<file path="config.mk">
export PLATFORM = sky130hd
export DESIGN_NAME = lsu
export DESIGN_NICKNAME = d
export VERILOG_FILES = /design/src/rtl/lsu_pkg.sv /design/src/rtl/lsu_align.sv /design/src/rtl/lsu.sv
export SDC_FILE = /design/constraint.sdc
export NUM_CORES = 1
export LEC_CHECK = 0
export ABC_AREA = 1
export CAP_MARGIN = 20
export CORE_MARGIN = 2
export CORE_UTILIZATION = 48
export DETAILED_ROUTE_END_ITERATION = 10
export PLACE_DENSITY = 0.9
export SLEW_MARGIN = 20
export SYNTH_ARGS = -nofsm -noshare
export SYNTH_HDL_FRONTEND = slang
export SYNTH_SLANG_ARGS = --single-unit
</file>
<file path="constraint.sdc">
create_clock -name clk -period 2.45 [get_ports clk]
set_input_delay 0.245 -clock clk [delete_from_list [all_inputs] [get_ports clk]]
set_output_delay 0.245 -clock clk [all_outputs]
set_load 0.1 [all_outputs]
</file>
<file path="src/rtl/lsu_pkg.sv">
// lsu_pkg: shared definitions for the load/store unit.
//   SIZE_B/SIZE_H/SIZE_W : req_size encodings (2'b11 is illegal)
//   state_t              : control FSM states
//   is_bad_access        : flags misaligned or illegal-size requests
package lsu_pkg;

  localparam logic [1:0] SIZE_B = 2'b00;
  localparam logic [1:0] SIZE_H = 2'b01;
  localparam logic [1:0] SIZE_W = 2'b10;

  typedef enum logic [1:0] {
    IDLE   = 2'd0,
    ACCESS = 2'd1,
    MERGE  = 2'd2
  } state_t;

  function automatic logic is_bad_access(input logic [1:0] size, input logic [1:0] off);
    logic bad;
    case (size)
      SIZE_B:  bad = 1'b0;
      SIZE_H:  bad = off[0];
      SIZE_W:  bad = |off;
      default: bad = 1'b1;
    endcase
    return bad;
  endfunction

endpackage

</file>
<file path="src/rtl/lsu_align.sv">
// lsu_align: combinational lane logic for the load/store unit.
//   i_size, i_unsigned, i_off : access size, zero-extend flag, byte offset
//   i_word                    : memory word (load source or merge base)
//   i_wdata                   : right-aligned store data
//   o_load                    : extracted and extended load data
//   o_merged                  : i_word with the addressed lanes replaced
module lsu_align
  import lsu_pkg::*;
(
  input  logic [1:0]  i_size,
  input  logic        i_unsigned,
  input  logic [1:0]  i_off,
  input  logic [31:0] i_word,
  input  logic [31:0] i_wdata,
  output logic [31:0] o_load,
  output logic [31:0] o_merged
);

  logic [7:0]  w_byte;
  logic [15:0] w_half;

  always_comb begin
    w_byte = 8'd0;
    case (i_off)
      2'd0: w_byte = i_word[7:0];
      2'd1: w_byte = i_word[15:8];
      2'd2: w_byte = i_word[23:16];
      2'd3: w_byte = i_word[31:24];
      default: w_byte = 8'd0;
    endcase
    w_half = i_off[1] ? i_word[31:16] : i_word[15:0];

    case (i_size)
      SIZE_B:  o_load = {{24{~i_unsigned & w_byte[7]}}, w_byte};
      SIZE_H:  o_load = {{16{~i_unsigned & w_half[15]}}, w_half};
      default: o_load = i_word;
    endcase
  end

  // Little-endian lane replacement; a word store simply takes wdata.
  always_comb begin
    o_merged = i_word;
    case (i_size)
      SIZE_B: begin
        case (i_off)
          2'd0: o_merged[7:0]   = i_wdata[7:0];
          2'd1: o_merged[15:8]  = i_wdata[7:0];
          2'd2: o_merged[23:16] = i_wdata[7:0];
          2'd3: o_merged[31:24] = i_wdata[7:0];
          default: o_merged = i_word;
        endcase
      end
      SIZE_H: begin
        if (i_off[1]) o_merged[31:16] = i_wdata[15:0];
        else          o_merged[15:0]  = i_wdata[15:0];
      end
      default: o_merged = i_wdata;
    endcase
  end

endmodule

</file>
<file path="src/rtl/lsu.sv">
// lsu: single-outstanding load/store unit between a core and a word RAM
// with combinational read and synchronous write.
//   clk, rst                        : clock, synchronous active-high reset
//   req_valid/req_ready             : request handshake
//   req_we/size/unsigned/addr/wdata : request fields (byte address)
//   resp_valid/resp_rdata/resp_err  : one-cycle response
//   mem_addr/mem_wdata/mem_we       : RAM word index, write data, write strobe
//   mem_rdata                       : RAM read data at mem_addr
// Sub-word stores are read-modify-write: ACCESS captures the word, MERGE writes it.
module lsu
  import lsu_pkg::*;
#(
  parameter int ADDR_WIDTH = 32
) (
  input  logic                  clk,
  input  logic                  rst,
  input  logic                  req_valid,
  output logic                  req_ready,
  input  logic                  req_we,
  input  logic [1:0]            req_size,
  input  logic                  req_unsigned,
  input  logic [ADDR_WIDTH-1:0] req_addr,
  input  logic [31:0]           req_wdata,
  output logic                  resp_valid,
  output logic [31:0]           resp_rdata,
  output logic                  resp_err,
  output logic [ADDR_WIDTH-1:0] mem_addr,
  output logic [31:0]           mem_wdata,
  output logic                  mem_we,
  input  logic [31:0]           mem_rdata
);

  state_t                r_state;
  logic                  r_we;
  logic [1:0]            r_size;
  logic                  r_unsigned;
  logic [ADDR_WIDTH-1:0] r_addr;
  logic [31:0]           r_wdata;
  logic [31:0]           r_merge;
  logic                  r_resp_valid;
  logic                  r_resp_err;
  logic [31:0]           r_resp_rdata;

  logic                  w_bad;
  logic [31:0]           w_word;
  logic [31:0]           w_load;
  logic [31:0]           w_merged;

  assign w_bad = is_bad_access(r_size, r_addr[1:0]);
  // Loads read the live RAM word; the merge uses the word captured in ACCESS.
  assign w_word = (r_state == MERGE) ? r_merge : mem_rdata;

  lsu_align u_align (
    .i_size     (r_size),
    .i_unsigned (r_unsigned),
    .i_off      (r_addr[1:0]),
    .i_word     (w_word),
    .i_wdata    (r_wdata),
    .o_load     (w_load),
    .o_merged   (w_merged)
  );

  assign req_ready  = (r_state == IDLE) && !rst;
  assign resp_valid = r_resp_valid;
  assign resp_err   = r_resp_err;
  assign resp_rdata = r_resp_rdata;
  assign mem_addr   = r_addr >> 2;
  assign mem_wdata  = (r_state == MERGE) ? w_merged : r_wdata;
  // Reset gates the strobe directly so an interrupted store never writes.
  assign mem_we     = !rst &&
                      ((r_state == ACCESS && r_we && !w_bad && r_size == SIZE_W) ||
                       (r_state == MERGE));

  always_ff @(posedge clk) begin
    if (rst) begin
      r_state      <= IDLE;
      r_we         <= 1'b0;
      r_size       <= 2'b00;
      r_unsigned   <= 1'b0;
      r_addr       <= '0;
      r_wdata      <= 32'd0;
      r_merge      <= 32'd0;
      r_resp_valid <= 1'b0;
      r_resp_err   <= 1'b0;
      r_resp_rdata <= 32'd0;
    end else begin
      r_resp_valid <= 1'b0;
      r_resp_err   <= 1'b0;
      case (r_state)
        IDLE: begin
          if (req_valid) begin
            r_we       <= req_we;
            r_size     <= req_size;
            r_unsigned <= req_unsigned;
            r_addr     <= req_addr;
            r_wdata    <= req_wdata;
            r_state    <= ACCESS;
          end
        end
        ACCESS: begin
          if (w_bad) begin
            r_resp_valid <= 1'b1;
            r_resp_err   <= 1'b1;
            r_resp_rdata <= 32'd0;
            r_state      <= IDLE;
          end else if (!r_we) begin
            r_resp_valid <= 1'b1;
            r_resp_rdata <= w_load;
            r_state      <= IDLE;
          end else if (r_size == SIZE_W) begin
            r_resp_valid <= 1'b1;
            r_resp_rdata <= 32'd0;
            r_state      <= IDLE;
          end else begin
            r_merge <= mem_rdata;
            r_state <= MERGE;
          end
        end
        MERGE: begin
          r_resp_valid <= 1'b1;
          r_resp_rdata <= 32'd0;
          r_state      <= IDLE;
        end
        default: r_state <= IDLE;
      endcase
    end
  end

endmodule

</file>
==> results of run 1 <==
[worst min path at each step]
stage	from	endpoint	slack, ps	cells after the start
after floorplan	req_valid	r_state[0]	360	1
after global routing	mem_rdata[26]	r_merge[26]	410	3
after global placement	resp_rdata[15]	resp_rdata[15]	450	2
final	mem_rdata[26]	r_merge[26]	410	3
after detailed placement	resp_rdata[31]	resp_rdata[31]	460	2
after CTS	mem_rdata[26]	r_merge[26]	400	3
[report_power, final]
| group | internal [µW] | switching, µW | total [µW] | leakage [µW] |
|---|---|---|---|---|
| Sequential | 2430 | 143 | 2570 | 0.00112 |
| Clock | 1720 | 976 | 2700 | 0.000292 |
| Combinational | 1070 | 2550 | 3630 | 0.00286 |
| Total | 5220 | 3670 | 8890 | 0.00427 |
[per-layer routing]
layer  track usage  wire (µm)  share of wire  vias up
li1              -          -              -     3669
met1         0.374       9050           0.36     3640
met2         0.538      12000           0.47      553
met3         0.112       2750           0.11      141
met4         0.175       1550          0.061        0
met5             0          0              0        -
[kinds of logic (layout without fill, tap and decap cells)]
| kind of cell | count (synthesis) | after routing | synth area share |
|---|---|---|---|
| simple gates | 371 | 371 | 0.218 |
| compound gates | 325 | 325 | 0.257 |
| buf+inv | 163 | 346 | 0.111 |
| flops | 136 | 136 | 0.397 |
| mux | 7 | 7 | 0.0115 |
| fa+ha+maj | 3 | 3 | 0.00547 |
| other cells | 1 | 2 | 0.000546 |
[sequential cells by signal, summed over array words and instances, names as in the netlist]
signal	count
r_addr	32
r_merge	32
r_wdata	32
resp_rdata	32
r_size	2
r_state	2
r_unsigned	1
r_we	1
resp_err	1
resp_valid	1
[final cells by class]
class,count,area [µm²]
Clock buffer,20,447
Clock inverter,11,174
Fill cell,1040,3850
Inverter,66,255
Multi-Input combinational cell,708,3650
Sequential cell,136,2730
Tap cell,180,225
Timing Repair Buffer,249,2610
[placed cells by master (no fill, tap or decap), types with 2 or more instances in the layout]
master           count
nand2_2             19
clkbuf_1             2
buf_8                2
clkdlybuf4s50_1    102
inv_1               54
o21ai_1              3
o21ai_4              7
o22ai_2              2
nor2_1             158
conb_1               2
buf_4              105
or2_2                2
clkbuf_16           17
dfxtp_1            132
nor2_4               3
bufinv_16            4
a21oi_1            100
o21ai_2             11
o22ai_1             10
or2_4                5
buf_6                4
o211ai_1            13
dfxtp_2              4
mux2_2               7
nand3_1             15
a21oi_2              2
nand2_1            153
clkinv_4             3
o221ai_2             5
inv_2                9
nor3_1              10
clkinv_1             2
a22o_1               4
a22oi_1              3
clkinvlp_4           3
o221ai_1             8
ha_1                 2
o21ai_0            153
buf_12              36
nand3_4              2
[worst max-delay path, stage by stage, from the launching register on]
cell     delay [ps]
dfxtp_2         330
inv_2            50
ha_4            210
buf_8           160
nand2_1         120
nand2_2         110
inv_1           100
o22ai_1          80
o21ai_0         250
nand2_1         150
buf_12          190
[repair_timing]
item | CTS | global route
gates resized for setup | 40 | 47
endpoints found under the setup margin | 32 | 30
buffers inserted | 2 | 6
pin swaps | 2 | 2
[synthesized netlist by cell type, types with 2 or more instances]
| master | instances |
|---|---|
| o22ai_1 | 12 |
| buf_6 | 2 |
| buf_1 | 6 |
| inv_1 | 57 |
| nand2_2 | 4 |
| buf_4 | 34 |
| ha_1 | 3 |
| nor3_1 | 10 |
| nor2_4 | 2 |
| nand2_1 | 168 |
| o211ai_1 | 13 |
| inv_2 | 7 |
| a22o_1 | 4 |
| nand3_1 | 17 |
| a21oi_1 | 102 |
| nor2_1 | 159 |
| or2_2 | 7 |
| a22oi_1 | 3 |
| o21ai_0 | 168 |
| clkbuf_1 | 49 |
| clkinv_1 | 2 |
| o21ai_1 | 6 |
| o221ai_1 | 13 |
| buf_2 | 6 |
| mux2_2 | 7 |
| dfxtp_1 | 136 |
[per-stage QoR]
step / std cells / setup WS, ps / setup TNS [ps]
final: 1370 / 10.7 / 0
after global routing: 1370 / -27.8 / -65.5
after CTS: 1364 / -1.79 / -2.30
after detailed placement: 1331 / 179 / 0
after global placement: 1331 / 225 / 0
after floorplan: 1007 / -153 / -153
==> reports/metrics.yaml, run 1 <==
critical_path:
  r2r_slack_ps: 300
  r2r_end: "resp_rdata[27]"
  cp.required_ps: 2200
  rr_startpoint: "r_state[0]"
  critical_path_arrival_ps: 2190
  reg2reg_depth: 11
  cp-startpoint: "r_state[0]"
  crit_path_max_fanout: 9
  crit_end: "mem_wdata[23]"
  endpoint_kind: "primary output"
  critical_path_class: "register to primary output"
  worstSetupStartpointType: "register"
sta:
  finalCriticalPeriod_ps: 2440
  holdWs_ps: 409
  slew_violations: 0
  hold_violations: 0
  skew_ps: 6.39
  final-setup-viol-count: 0
  post-route-period-util: 0.996
  fmax_mhz: 410
  rsz0062_at_grt: "yes"
clocking:
  clockRootBuffer: "clkbuf_16"
  clockBufferDepth: 2
  cts_buffers: 17
  cts.sinks: 136
  insertion_delay_ps: 430
  cts-htree-levels: 4
  clk_pin_slew_worst_paths_ps: 60
  cts-hold-fix-buffers: 0
  cts_tree: "done"
placed_design:
  io_buffers: 200
  dpl.hpwl_um: 17900
  place_congestion: 1.06
  placed_area_um2: 9120
finish:
  final_nets: 1284
  utilization: 0.723
  layout-area-overhead-vs-synth_pct: 46.8
  postLayoutCellArea_um2: 10100
  layout-drive-gt1-share: 0.219
  n_antenna_cell: 0
drt:
  drt_first_pass_iters: 8
  via_per_inst: 5.84
  wl_per_cell_um: 18.5
  drc_errors: 0
  ant_nets: 0
  vias: 8003
  wl_um: 25400
  drt_iter0_markers: 958
grt:
  grt_max_degree: 52
  grt_pass1_wl_um: 38100
  track_usage: 0.327
  first_global_vias: 7428
  grt_overflow: 0
  antenna_found_initial: 0
power_and_ir_drop:
  leakage_uw: 0.00427
  ir_worst_vdd_mv: 0.827
  power_uw: 8890
  power.density_nw_per_um2: 882
logic_synthesis:
  synth_top_area_frac: 0.397
  synth-async-reset-ratio: 0
  syn_area_per_cell_um2: 6.83
  ys_warn_count: 0
  synth-seq-cells: 136
  synth_top_cell_by_area: "dfxtp_1"
  syn-cell-area_um2: 6870
  yosysSeqAreaShare: 0.397
  synthFlopType: "dfxtp_1"
  synth.area.top_cells: "dfxtp_1 40%, o21ai_0 12%, nand2_1 9.2%"
  synth-edff-count: 0
  postSynthCellCount: 1006
  ys_types: 35
floorplan:
  core_um2: 13900
  start_util: 0.493
  ios: 203
  die_y_um: 124
  rows: 43
  die_w_um: 124
  die_area_um2: 15300
job:
  cap_violations: 0
status:
  outcome: "finished clean"
worst_hold_path:
  min_path_type: "input port to register"
(Power assumes the default switching activity.)
==> run 2, diff against run 1 <==
--- a/config.mk
+++ b/config.mk
@@ -6,7 +6,6 @@
 export NUM_CORES = 1
 export LEC_CHECK = 0
 export ABC_AREA = 1
-export CAP_MARGIN = 20
 export CORE_MARGIN = 2
 export CORE_UTILIZATION = 48
 export DETAILED_ROUTE_END_ITERATION = 10
==> results of run 2 <==
No change in the layout: final DEF, timing and power equal those of run 1.
==> run 3, diff against run 2 <==
==> constraint.sdc (replaced) <==
create_clock -name clk -period 2.45 [get_ports clk]
set_input_delay 0.735 -clock clk [delete_from_list [all_inputs] [get_ports clk]]
set_output_delay 0.735 -clock clk [all_outputs]
set_load 0.1 [all_outputs]
==> reports/metrics.yaml, run 3 (synthesis gave the netlist of run 1 again) <==
clocking:
  clk_pin_slew_worst_paths_ps: 60
  cts.sinks: 136
  clockBufferDepth: 2
  clockRootBuffer: "clkbuf_16"
  cts_tree: "done"
  cts-htree-levels: 4
  cts-hold-fix-buffers: 0
  cts_buffers: 17
  insertion_delay_ps: 430
critical_path:
  critical_path_arrival_ps: 2280
  cp.depth: 9
  crit_buf_inv: 4
  path_delay_family: "buffers and inverters"
  endpoint_kind: "primary output"
  cp.required_ps: 1710
  reg2reg_depth: 15
  crit_path_max_fanout: 24
  cp_cell_sequence: "inv_2, nand3_1, buf_6, inv_2, a22oi_1, nand2_1, nand2_1, nand2_2, buf_12"
  critical_path_class: "register to primary output"
  slowest_delay_ps: 390
  crit_path_top_delay_cell: "dfxtp_4"
  worstSetupStartpointType: "register"
worst_hold_path:
  min_delay_path_depth: 2
  min_path_type: "register to register"
power_and_ir_drop:
  power.density_nw_per_um2: 829
  leakage_uw: 0.00481
  ir_worst_vdd_mv: 0.695
drt:
  via_per_inst: 5.82
  wl_um: 27500
  ant_nets: 0
  vias: 8374
  drt_iter0_markers: 881
  drt_first_pass_iters: 6
  drc_errors: 0
  wl_per_cell_um: 19.1
finish:
  final_nets: 1351
  n_antenna_cell: 0
  utilization: 0.801
  mostFrequentLayoutCell: "nor2_1"
  final_cell_mix: "157 x nor2_1, 152 x buf_4, 134 x o21ai_0"
  layout-area-overhead-vs-synth_pct: 62.6
  layout-drive-gt1-share: 0.318
grt:
  first_global_vias: 7779
  track_usage: 0.337
  grt_overflow: 0
  grt_max_degree: 59
  grt_pass1_wl_um: 39300
  antenna_found_initial: 0
sta:
  rsz0062_at_grt: "yes"
  fmax_mhz: 332
  setup_slack_ps: -562
  final-setup-viol-count: 33
  skew_ps: 8.51
  setup_tns_ps: -13810
  finalCriticalPeriod_ps: 3010
  hold_violations: 0
  slew_violations: 0
  post-route-period-util: 1.23
placed_design:
  place_congestion: 1.06
  dpl.hpwl_um: 17700
  io_buffers: 200
  pre_cts_ws_ps: -604
status:
  outcome: "complete, but fails checks"
  violations: "setup timing"
job:
  cap_violations: 0
floorplan:
  start_util: 0.493
  die_w_um: 124
  ios: 203
  rows: 43
  die_area_um2: 15300
  core_um2: 13900
  die_y_um: 124
[run 3: changes by cell type in the layout (fill, tap and decap cells not counted), sizes merged]
cell	change
buf	+66
clkdlybuf4s50	-9
dlygate4sd2	+9
clkbuf	-2
clkinv	+2
bufbuf	+1
bufinv	-1
clkinvlp	+1
inv	+1
[run 3: worst register-to-register path, cell delays in order (launching register included)]
cell	delay [ps]
dfxtp_2	330
inv_2	70
ha_4	270
inv_8	100
buf_12	160
nand2_1	70
nand2_2	90
buf_4	150
buf_4	130
o21ai_0	200
nand2_2	120
nand3_4	70
buf_4	160
nand2_1	60
nand2_1	80
a21oi_1	60
[run 3: path summary, 6_finish.rpt]
path	start	to	slack (ps)
worst min register to register	resp_rdata[31]	resp_rdata[31]	470
worst max register to register	r_state[0]	resp_rdata[10]	190
worst max-delay path	r_size[1]	mem_wdata[31]	-560
worst min-delay path	resp_rdata[31]	resp_rdata[31]	470
[run 3: area by class of cell]
cell class | instances | area [µm²]
clock buffer | 18 | 429
fill | 852 | 2770
timing repair buffer | 316 | 3250
tap | 180 | 225
multi-input combinational | 708 | 4090
sequential | 136 | 2730
inverter | 66 | 262
clock inverter | 14 | 174
[run 3: repair_timing]
item	in CTS	in global routing
buffers inserted	11	9
endpoints found under the setup margin	33	33
pin swaps	22	19
gates cloned	3	0
gates resized for setup	111	74
[run 3: where the power goes]
part	switching, µW	internal [µW]	leakage (µW)	total (µW)
clock network	1020	1610	0.000283	2630
logic	2740	1330	0.00341	4070
registers	139	2420	0.00112	2560
total	3900	5360	0.00481	9260
[run 3: per-stage QoR]
step	area [µm²]	hold slack [ps]	std cells	power [µW]
5_1_grt	11200	487	1438	9580
3_5_place_dp	9830	460	1385	6280
4_1_cts	10900	469	1431	9040
3_3_place_gp	9830	454	1385	6220
2_1_floorplan	7150	439	1007	5140
6_report	11200	468	1438	9260
[run 3: metal layers]
layer / wire length, µm / up-vias / global-route usage
met1: 9990 / 3813 / 0.389
met4: 1820 / 0 / 0.186
li1: - / 3800 / -
met3: 2820 / 160 / 0.102
met5: 0 / - / 0
met2: 12900 / 601 / 0.555
